**config.mk**
```make
export PLATFORM = sky130hd
export DESIGN_NAME = biker_shot_pool
export DESIGN_NICKNAME = d
export VERILOG_FILES = /design/src/rtl/biker_shot_pkg.sv /design/src/rtl/biker_shot_slot.sv /design/src/rtl/biker_shot_pool.sv
export SDC_FILE = /design/constraint.sdc
export NUM_CORES = 1
export LEC_CHECK = 0
export CORE_ASPECT_RATIO = 0.75
export CORE_MARGIN = 4
export CORE_UTILIZATION = 50
export DETAILED_ROUTE_END_ITERATION = 6
export HOLD_SLACK_MARGIN = 0.06
export PLACE_DENSITY = 0.74
export SLEW_MARGIN = 0
export SYNTH_ARGS = -nofsm -noshare
export SYNTH_HDL_FRONTEND = slang
export SYNTH_HIERARCHICAL = 1
export SYNTH_SLANG_ARGS = --single-unit
```
**constraint.sdc**
```tcl
create_clock -name clk -period 7.1 [get_ports clk]
set_input_delay 1.42 -clock clk [delete_from_list [all_inputs] [get_ports clk]]
set_output_delay 1.42 -clock clk [all_outputs]
set_load 0.005 [all_outputs]
```
**src/rtl/biker_shot_pkg.sv**
```systemverilog
// -----------------------------------------------------------------------------
// biker_shot_pkg
// Shared types and constants for the biker shot pool.
//   shot_state_t            : life cycle of one projectile slot
//   shot_slot_t             : registered contents of one slot
//   FIXED_POINT_MULTIPLIER  : sub-pixel scale of every stored position/speed
// -----------------------------------------------------------------------------
package biker_shot_pkg;

   localparam int FIXED_POINT_MULTIPLIER = 64;

   typedef enum logic [1:0] {
      IDLE    = 2'd0,
      FLYING  = 2'd1,
      EXPLODE = 2'd2
   } shot_state_t;

   typedef struct packed {
      shot_state_t        state;
      logic signed [31:0] x;           // top-left X, 1/FPM pixel
      logic signed [31:0] y;           // top-left Y, 1/FPM pixel
      logic signed [31:0] vx;          // lateral speed, latched at spawn
      logic [7:0]         explodeCnt;  // frames left in EXPLODE
   } shot_slot_t;

endpackage

```
**src/rtl/biker_shot_slot.sv**
```systemverilog
// -----------------------------------------------------------------------------
// biker_shot_slot
// One projectile slot: IDLE -> FLYING -> (IDLE | EXPLODE -> IDLE), per-frame
// motion integration, frame-edge retirement and the pixel coverage test.
// Ports:
//   clk, reset              clock, asynchronous active-high reset
//   startOfFrame            per-frame update strobe
//   spawn                   load spawnX/spawnY/spawnVx and start FLYING
//   hit                     collision on this slot (only honoured while FLYING)
//   pixelX, pixelY          current VGA pixel
//   active                  slot is FLYING or EXPLODE
//   exploding               slot is EXPLODE
//   covers                  active and the pixel lies inside the shot box
// -----------------------------------------------------------------------------
module biker_shot_slot
   import biker_shot_pkg::*;
#(
   parameter int SHOT_SPEED_Y    = 256,
   parameter int SHOT_W          = 8,
   parameter int SHOT_H          = 8,
   parameter int FRAME_MAX_WIDTH = 639,
   parameter int EXPLODE_FRAMES  = 4
)(
   input  logic               clk,
   input  logic               reset,
   input  logic               startOfFrame,
   input  logic               spawn,
   input  logic signed [31:0] spawnX,
   input  logic signed [31:0] spawnY,
   input  logic signed [31:0] spawnVx,
   input  logic               hit,
   input  logic [10:0]        pixelX,
   input  logic [10:0]        pixelY,
   output logic               active,
   output logic               exploding,
   output logic               covers
);

   localparam int MAX_X = (FRAME_MAX_WIDTH - SHOT_W) * FIXED_POINT_MULTIPLIER;

   shot_slot_t         slot_r;
   shot_slot_t         slot_s;
   logic signed [31:0] posX_s;
   logic signed [31:0] posY_s;
   logic signed [31:0] movedX_s;
   logic signed [31:0] movedY_s;
   logic signed [31:0] pixX_s;
   logic signed [31:0] pixY_s;
   logic signed [31:0] sx_s;
   logic signed [31:0] sy_s;

   assign posX_s   = slot_r.x;
   assign posY_s   = slot_r.y;
   assign movedX_s = posX_s + slot_r.vx;
   assign movedY_s = posY_s - SHOT_SPEED_Y;

   // Slot state register.
   always_ff @(posedge clk or posedge reset) begin
      if (reset) begin
         slot_r <= '0;
      end else begin
         slot_r <= slot_s;
      end
   end

   // Next-state: spawn, then hit (freezes position), then frame integration.
   always_comb begin
      slot_s = slot_r;
      if (spawn) begin
         slot_s.state      = FLYING;
         slot_s.x          = spawnX;
         slot_s.y          = spawnY;
         slot_s.vx         = spawnVx;
         slot_s.explodeCnt = 8'd0;
      end else if (hit && (slot_r.state == FLYING)) begin
         slot_s.state      = EXPLODE;
         slot_s.explodeCnt = 8'(EXPLODE_FRAMES);
      end else if (startOfFrame) begin
         case (slot_r.state)
            FLYING: begin
               if ((movedY_s < 32'sd0) || (movedX_s < 32'sd0) || (movedX_s > MAX_X)) begin
                  slot_s.state = IDLE;
               end else begin
                  slot_s.x = movedX_s;
                  slot_s.y = movedY_s;
               end
            end
            EXPLODE: begin
               // Counter reaching zero retires the slot on this same frame.
               if (slot_r.explodeCnt <= 8'd1) begin
                  slot_s.state      = IDLE;
                  slot_s.explodeCnt = 8'd0;
               end else begin
                  slot_s.explodeCnt = slot_r.explodeCnt - 8'd1;
               end
            end
            default: begin
               slot_s = slot_r;
            end
         endcase
      end else begin
         slot_s = slot_r;
      end
   end

   // Pixel coordinates truncate toward zero, which signed division gives.
   assign sx_s   = posX_s / FIXED_POINT_MULTIPLIER;
   assign sy_s   = posY_s / FIXED_POINT_MULTIPLIER;
   assign pixX_s = {21'd0, pixelX};
   assign pixY_s = {21'd0, pixelY};

   assign active    = (slot_r.state == FLYING) || (slot_r.state == EXPLODE);
   assign exploding = (slot_r.state == EXPLODE);
   assign covers    = active &&
                      (pixX_s >= sx_s) && (pixX_s < (sx_s + SHOT_W)) &&
                      (pixY_s >= sy_s) && (pixY_s < (sy_s + SHOT_H));

endmodule

```
**src/rtl/biker_shot_pool.sv**
```systemverilog
// -----------------------------------------------------------------------------
// biker_shot_pool
// Pool of NUM_SHOTS projectiles fired from the biker. Holds the lowest-free-slot
// allocator, the fire cooldown and the registered draw priority mux.
// Ports:
//   clk, reset                   clock, asynchronous active-high reset
//   startOfFrame                 per-frame strobe (motion, cooldown, explosions)
//   shootRequest                 fire pulse from the biker mover
//   bikerTopLeftX/Y              biker top-left, signed pixels
//   movingRight/movingLeft       biker motion, sets the shot's lateral drift
//   hitShot, hitIndex            collision report for one slot
//   pixelX, pixelY               current VGA pixel
//   shotDrawingRequest           registered: pixel inside an active shot
//   shotIndex                    registered: lowest covering slot
//   shotExploding                registered: that slot is exploding
//   shotFired / shotDropped      registered one-cycle accept / reject pulses
//   activeMask                   per-slot FLYING-or-EXPLODE, decoded from state
// -----------------------------------------------------------------------------
module biker_shot_pool
   import biker_shot_pkg::*;
#(
   parameter int NUM_SHOTS       = 4,
   parameter int SHOT_SPEED_Y    = 256,
   parameter int SHOT_DRIFT_X    = 64,
   parameter int BIKER_W         = 32,
   parameter int SHOT_W          = 8,
   parameter int SHOT_H          = 8,
   parameter int FRAME_MAX_WIDTH = 639,
   parameter int COOLDOWN_FRAMES = 8,
   parameter int EXPLODE_FRAMES  = 4
)(
   input  logic                 clk,
   input  logic                 reset,
   input  logic                 startOfFrame,
   input  logic                 shootRequest,
   input  logic signed [10:0]   bikerTopLeftX,
   input  logic signed [10:0]   bikerTopLeftY,
   input  logic                 movingRight,
   input  logic                 movingLeft,
   input  logic                 hitShot,
   input  logic [2:0]           hitIndex,
   input  logic [10:0]          pixelX,
   input  logic [10:0]          pixelY,
   output logic                 shotDrawingRequest,
   output logic [2:0]           shotIndex,
   output logic                 shotExploding,
   output logic                 shotFired,
   output logic                 shotDropped,
   output logic [NUM_SHOTS-1:0] activeMask
);

   logic [NUM_SHOTS-1:0] freeVec_s;
   logic [NUM_SHOTS-1:0] coverMask_s;
   logic [NUM_SHOTS-1:0] explodeMask_s;
   logic                 found_s;
   logic                 accept_s;
   logic [7:0]           cooldown_r;
   logic signed [31:0]   spawnX_s;
   logic signed [31:0]   spawnY_s;
   logic signed [31:0]   spawnVx_s;
   logic                 drawHit_s;
   logic [2:0]           drawIdx_s;
   logic                 drawExp_s;

   // Spawn position centred on the biker, just above its top edge.
   always_comb begin
      spawnX_s = (32'(bikerTopLeftX) + 32'(BIKER_W / 2) - 32'(SHOT_W / 2)) * FIXED_POINT_MULTIPLIER;
      spawnY_s = (32'(bikerTopLeftY) - 32'(SHOT_H)) * FIXED_POINT_MULTIPLIER;
      if (movingRight) begin
         spawnVx_s = 32'(SHOT_DRIFT_X);
      end else if (movingLeft) begin
         spawnVx_s = -32'(SHOT_DRIFT_X);
      end else begin
         spawnVx_s = 32'sd0;
      end
   end

   // Allocator: one-hot of the lowest slot that is IDLE in registered state.
   always_comb begin
      freeVec_s = '0;
      found_s   = 1'b0;
      for (int i = 0; i < NUM_SHOTS; i++) begin
         if (!activeMask[i] && !found_s) begin
            freeVec_s[i] = 1'b1;
            found_s      = 1'b1;
         end else begin
            found_s = found_s;
         end
      end
      accept_s = shootRequest && (cooldown_r == 8'd0) && found_s;
   end

   for (genvar g = 0; g < NUM_SHOTS; g++) begin : gSlot
      biker_shot_slot #(
         .SHOT_SPEED_Y   (SHOT_SPEED_Y),
         .SHOT_W         (SHOT_W),
         .SHOT_H         (SHOT_H),
         .FRAME_MAX_WIDTH(FRAME_MAX_WIDTH),
         .EXPLODE_FRAMES (EXPLODE_FRAMES)
      ) uSlot (
         .clk         (clk),
         .reset       (reset),
         .startOfFrame(startOfFrame),
         .spawn       (accept_s && freeVec_s[g]),
         .spawnX      (spawnX_s),
         .spawnY      (spawnY_s),
         .spawnVx     (spawnVx_s),
         .hit         (hitShot && (hitIndex == 3'(g))),
         .pixelX      (pixelX),
         .pixelY      (pixelY),
         .active      (activeMask[g]),
         .exploding   (explodeMask_s[g]),
         .covers      (coverMask_s[g])
      );
   end

   // Cooldown: reload on accept beats the per-frame decrement.
   always_ff @(posedge clk or posedge reset) begin
      if (reset) begin
         cooldown_r <= 8'd0;
      end else if (accept_s) begin
         cooldown_r <= 8'(COOLDOWN_FRAMES);
      end else if (startOfFrame && (cooldown_r != 8'd0)) begin
         cooldown_r <= cooldown_r - 8'd1;
      end else begin
         cooldown_r <= cooldown_r;
      end
   end

   // Draw priority: scanning downward leaves the lowest covering slot.
   always_comb begin
      drawHit_s = 1'b0;
      drawIdx_s = 3'd0;
      drawExp_s = 1'b0;
      for (int i = NUM_SHOTS - 1; i >= 0; i--) begin
         if (coverMask_s[i]) begin
            drawHit_s = 1'b1;
            drawIdx_s = 3'(i);
            drawExp_s = explodeMask_s[i];
         end else begin
            drawHit_s = drawHit_s;
         end
      end
   end

   // Registered outputs.
   always_ff @(posedge clk or posedge reset) begin
      if (reset) begin
         shotDrawingRequest <= 1'b0;
         shotIndex          <= 3'd0;
         shotExploding      <= 1'b0;
         shotFired          <= 1'b0;
         shotDropped        <= 1'b0;
      end else begin
         shotDrawingRequest <= drawHit_s;
         shotIndex          <= drawIdx_s;
         shotExploding      <= drawExp_s;
         shotFired          <= accept_s;
         shotDropped        <= shootRequest && !accept_s;
      end
   end

endmodule
```
==> out/results.ini, run 1 <==
[clocking]
ctsHoldBuffers = 0
postCtsSetupBuffers = 0
cts_buffers = 51
cts_root_buf = clkbuf_16
cts_tree = yes
path_clk_slew_ns = 0.07
clock-sinks = 438
clock_latency_ns = 0.65
ctsResizeCount = 0
clk_path_buf_depth = 3
h-tree-depth = 2

[synthesis]
synth_top_area_share_pct = 25.19
yosysTopAreaCell = dfrtp_1
syn_area_um2 = 43510
synth.area.top_cells = dfrtp_1 25%, ha_1 9.5%, nand2_1 5.3%
synth_cells = 5421
synth_ff_type = dfrtp_1
synth_edf_count = 0
seq_area_frac_synth_pct = 25.19
synthDistinctLibCells = 113
avgSynthCellArea_um2 = 8.026
yosys_warnings = 6
async_flop_share_pct = 100.0
synth-seq-cells = 438

[timing]
max_freq_mhz = 157.2
rsz0062_at_grt = no
finalSetupViolCount = 0
finalCritPeriodShare_pct = 89.60
finalHoldWorstSlack_ns = 0.4891
drv_slew = 0
fin_skew_ns = 0.03430
slew_headroom_pct = 10.83
layout_min_cycle_time_ns = 6.361
fin_tns_setup_ns = 0
tightest_slew_ns = 1.333
hold_viol = 0

[place]
gp_congestion = 0.9797
io_buffers = 63
dp_hpwl_um = 100100

[critical_path]
r2r_slack_ns = 0.74
reg2regPathDepth = 18
path_max_fanout = 10
critPathLaunch = gSlot[3].uSlot/posY_s[0]$_DFFE_PP0P_
crit_path_end_kind = flop
arrival_ns = 6.86
start_kind = flop
worstPathRequired_ns = 7.60
rr_startpoint = gSlot[3].uSlot/posY_s[0]$_DFFE_PP0P_
reg2reg_to = shotExploding$_DFF_PP0_
path_class = flop to flop

[routing]
wl_per_cell_um = 20.49
totalWireLength_um = 133800
drt-initial-drc-count = 4615
vias_per_cell = 6.492
ant_nets = 0
first_pass_iters = 6
vias = 42410
drc_errors = 0

[flow_run]
drv_cap = 0

[min_path]
hold_class = flop to flop
min_to = gSlot[0].uSlot/slot_r[7]$_DFFE_PP0P_
hold_depth = 1
min_from = gSlot[0].uSlot/slot_r[7]$_DFFE_PP0P_

[floorplanning]
fp.dieArea_um2 = 91850
start_util_pct = 50.53
die_height_um = 263.5
io_pins = 65
coreArea_um2 = 86110
die_w_um = 348.6
row_count = 93

[global_route]
gr-total-overflow = 0
grt_pass1_wl_um = 213300
grt_use_total_pct = 28.07
grt_pass1_vias = 38600
antenna_found_initial = 0
grt_max_degree = 128

[power_and_ir_drop]
p_clk_share_pct = 26.3
power.density_nw_per_um2 = 235.9
irDropWorstVdd_mv = 0.2250
p_leak_nw = 19.14
netSwitchingFraction_pct = 41.58
comb_power_share_pct = 39.7
switchingPower_w = 0.004588
sequentialPowerShare_pct = 34.0
intPower_w = 0.006447

[layout]
layout.nets = 5740
syn_to_final_growth_pct = 7.500
drive_gt1_share_pct = 7.754

[run_status]
status = finished clean

worst max-delay path, stage by stage, from the launching register on:
cell and delay, ns:
dfrtp_1 0.37, or4_1 0.51, o31a_1 0.26, ha_1 0.23, ha_1 0.25, nand3_1 0.38, o21ai_0 0.35, a21oi_1 0.28
o22ai_1 0.20, or2_0 0.37, nor4_1 0.58, mux2i_1 0.14, or4_1 0.52, o41ai_1 0.91, buf_4 0.24, a221oi_1 0.06
nor2b_1 0.19, a221oi_1 0.26, o31ai_1 0.11
cells in the final DEF (no fill, tap or decap), drive strengths merged, types with 62 or more instances in the layout:
cell,instances
xnor2,218
xor2,126
o21a,64
nor2,372
nand3,183
o31ai,64
nor3,167
nand4,152
conb,73
a21o,63
nand2,616
dfrtp,438
clkdlybuf4s50,62
clkbuf,63
or4,92
o21ai,366
ha,331
or3,80
and3,62
nor4,118
a21oi,286
mux2,172
a31oi,111
mux2i,79
inv,200
synth_stat cells, drive strengths merged, types with 167 or more instances:
| master | count |
|---|---|
| nor2 | 372 |
| inv | 197 |
| mux2 | 172 |
| xnor2 | 218 |
| nor3 | 167 |
| ha | 331 |
| dfrtp | 438 |
| a21oi | 286 |
| nand3 | 183 |
| clkbuf | 200 |
| o21ai | 366 |
| nand2 | 616 |
power by group through the flow:
stage                     sequential [W]  clock (W)  combinational [W]
after detailed placement         0.00375          0            0.00428
after CTS                        0.00371    0.00295            0.00431
final                            0.00375    0.00290            0.00438
after floorplan                  0.00329          0            0.00351
after global placement           0.00373          0            0.00418
after global routing             0.00383    0.00305            0.00487
state kept, by name (all words and copies together), names as in the netlist:
| register | count |
|---|---|
| gSlot.uSlot/posY_s | 128 |
| gSlot.uSlot/slot_r | 168 |
| shotIndex | 2 |
| shotDrawingRequest | 1 |
| shotDropped | 1 |
| shotExploding | 1 |
| gSlot.uSlot/posX_s | 128 |
| shotFired | 1 |
| cooldown_r | 8 |
per-stage QoR:
step	instances	util (%)	instance area [um2]	total power (W)	setup slack, ns
3_3_place_gp	6438	52.21	44960	0.007906	1.018
3_5_place_dp	6438	52.21	44960	0.008031	0.8645
4_1_cts	6531	54.31	46770	0.01098	0.8455
6_report	6532	54.32	46770	0.01104	0.7387
2_1_floorplan	5493	-	43780	0.006804	2.197
5_1_grt	6531	54.31	46770	0.01174	0.5364
layer usage:
metal	vias up	share of wire (%)	wire length, um	global-route usage [%]
met5	-	0	0	0
met1	20250	47	62870	42.90
met3	194	9.9	13280	5.401
met2	1926	41	54380	40.11
met4	0	2.5	3308	7.406
li1	20040	-	-	-
how the worst max path moves through the flow:
stage | end | slack (ns) | cells after the start
CTS | shotExploding$_DFF_PP0_ | 0.85 | 18
finish | shotExploding$_DFF_PP0_ | 0.74 | 18
floorplan | shotExploding$_DFF_PP0_ | 2.20 | 18
global placement | shotExploding$_DFF_PP0_ | 1.02 | 18
detailed placement | shotExploding$_DFF_PP0_ | 0.86 | 18
global route | shotExploding$_DFF_PP0_ | 0.54 | 18
cells by family (layout without fill, tap and decap cells):
kind of cell | count (synthesis) | count (layout) | synth area share, %
AO/OA/AOI/OAI | 1387 | 1387 | 21.14
AND/OR/NAND/NOR | 2174 | 2174 | 26.14
XOR/XNOR | 344 | 344 | 6.925
other | 1 | 74 | 0.008619
adder cells (fa/ha/maj) | 337 | 337 | 9.749
multiplexers | 252 | 252 | 6.321
flip-flops | 438 | 438 | 25.19
buffers and inverters | 488 | 386 | 4.529
final cells by class:
type	count	area (um2)
fill	8020	39340
multi-input combinational	4567	30910
sequential	438	10960
tap	1140	1426
clock buffer	63	1381
timing repair buffer	94	908.4
inverter	199	757.0
clock inverter	30	425.4
antenna	1	2.502
(Power assumes the default switching activity.)
==> run 2, diff against run 1 <==
==> constraint.sdc (replaced) <==
create_clock -name clk -period 7.4 [get_ports clk]
set_input_delay 1.48 -clock clk [delete_from_list [all_inputs] [get_ports clk]]
set_output_delay 1.48 -clock clk [all_outputs]
set_load 0.005 [all_outputs]
==> out/results.ini, run 2 (same netlist as run 1, synthesis figures left out) <==
[layout]
largest_reg_flops = 168
syn_to_final_growth_pct = 7.719
largest-register = gSlot.uSlot/slot_r
layout.nets = 5738
final_cell_mix = 616 x nand2_1, 438 x dfrtp_1, 370 x nor2_1
drive_gt1_share_pct = 7.774
layout_commonest_cell = nand2_1

[power_and_ir_drop]
p_leak_nw = 19.22
irDropWorstVdd_mv = 0.2362
finalPower_w = 0.01075
power.density_nw_per_um2 = 229.4

[clocking]
cts_buffers = 50
ctsResizeCount = 0
clock_latency_ns = 0.64
h-tree-depth = 2
postCtsSetupBuffers = 0
cts_root_buf = clkbuf_16
clock-sinks = 438
clk_path_buf_depth = 3
cts_tree = yes
ctsHoldBuffers = 0
path_clk_slew_ns = 0.07

[routing]
ant_nets = 0
drt-initial-drc-count = 4497
vias_per_cell = 6.464
first_pass_iters = 6
vias = 42220
totalWireLength_um = 132300
drc_errors = 0
wl_per_cell_um = 20.25

[global_route]
grt_pass1_vias = 38110
grt_max_degree = 94
grt_use_total_pct = 27.74
gr-total-overflow = 0
antenna_found_initial = 1
grt_pass1_wl_um = 211000

[timing]
fin_tns_setup_ns = 0
tightest_slew_ns = 1.289
drv_slew = 0
layout_min_cycle_time_ns = 6.219
finalHoldWorstSlack_ns = 0.4762
max_freq_mhz = 160.8
finalCritPeriodShare_pct = 84.04
slew_headroom_pct = 13.77
hold_viol = 0
rsz0062_at_grt = no
finalSetupViolCount = 0
fin_skew_ns = 0.03622

[floorplanning]
die_height_um = 263.5
io_pins = 65
die_w_um = 348.6
fp.dieArea_um2 = 91850
row_count = 93
coreArea_um2 = 86110
start_util_pct = 50.53

[place]
gp_congestion = 0.9720
io_buffers = 63
dp_hpwl_um = 99230

[critical_path]
cpPeakStageDelay_ns = 0.85
cp_num_buf_inv = 0
crit_top_cell = ha_1
slowest_stage = a221oi_1
path_cells = nor4_1 > a21oi_1 > ha_1 > ha_1 > nand3_1 > xnor2_1 > ha_1 > o21ai_0 > nor4b_1 > nand4b_1 > nor3b_1 > and3_1 > nand3_1 > a21oi_1 > o31ai_1 > a221oi_1 > a221oi_1 > o31ai_1
arrival_ns = 6.76
path_max_fanout = 8
path_class = flop to flop
cp_top_family = simple AND/OR/NAND/NOR gates
worstPathRequired_ns = 7.94
crit_path_end_kind = flop
start_kind = flop

[flow_run]
drv_cap = 0

[run_status]
status = finished clean

[min_path]
hold_class = flop to flop

run 2: metrics by stage:
| stage | std cells | worst slack (ns) | instance area, um2 | util [%] |
|---|---|---|---|---|
| 2_1_floorplan | 5493 | 2.497 | 43780 | - |
| 3_3_place_gp | 6437 | 1.377 | 44930 | 52.18 |
| 3_5_place_dp | 6437 | 1.342 | 44930 | 52.18 |
| 4_1_cts | 6530 | 1.323 | 46860 | 54.42 |
| 5_1_grt | 6530 | 0.7327 | 46860 | 54.42 |
| 6_report | 6532 | 1.181 | 46860 | 54.43 |
run 2: layer usage:
layer / wire (um) / track usage [%] / vias to the layer above
met1: 62990 / 43.28 / 20150
met5: 0 / 0 / -
met3: 12220 / 4.158 / 217
li1: - / - / 20050
met2: 53700 / 39.61 / 1811
met4: 3346 / 6.979 / 0
run 2: layout make-up:
| cell class | count | area (um2) |
|---|---|---|
| antenna | 2 | 5.005 |
| clock buffer | 64 | 1415 |
| clock inverter | 29 | 516.7 |
| fill | 7952 | 39240 |
| inverter | 199 | 757.0 |
| multi-input combinational | 4567 | 30910 |
| sequential | 438 | 10960 |
| tap | 1140 | 1426 |
| timing repair buffer | 93 | 875.8 |
run 2: worst register-to-register path: cells and delay by family, from the launching register on:
family,cells,cell delay (ns)
AND/OR/NAND/NOR,7,2.47
AO/OA/AOI/OAI,7,2.19
adder cells (fa/ha/maj),3,0.91
flip-flops,1,0.40
XOR/XNOR,1,0.19
run 2: where the power goes:
group          leakage, nW  internal [W]  switching [W]
clock network        0.945       0.00181        0.00113
registers             5.82       0.00283       0.000760
logic                 12.4       0.00174        0.00249
run 2: path summary, 6_finish.rpt:
kind                            slack [ns]                                  from  cells after the start                                    end
min in group asynchronous             1.80                                 reset                      2   gSlot[0].uSlot/slot_r[6]$_DFFE_PP0P_
max in group asynchronous             4.29                                 reset                      3  gSlot[0].uSlot/posX_s[17]$_DFFE_PP0P_
worst min-delay path                  0.48  gSlot[2].uSlot/slot_r[6]$_DFFE_PP0P_                      1   gSlot[2].uSlot/slot_r[6]$_DFFE_PP0P_
worst min register to register        0.48  gSlot[2].uSlot/slot_r[6]$_DFFE_PP0P_                      1   gSlot[2].uSlot/slot_r[6]$_DFFE_PP0P_
worst max-delay path                  1.18  gSlot[1].uSlot/posX_s[1]$_DFFE_PP0P_                     18                shotExploding$_DFF_PP0_
worst max register to register        1.18  gSlot[1].uSlot/posX_s[1]$_DFFE_PP0P_                     18                shotExploding$_DFF_PP0_
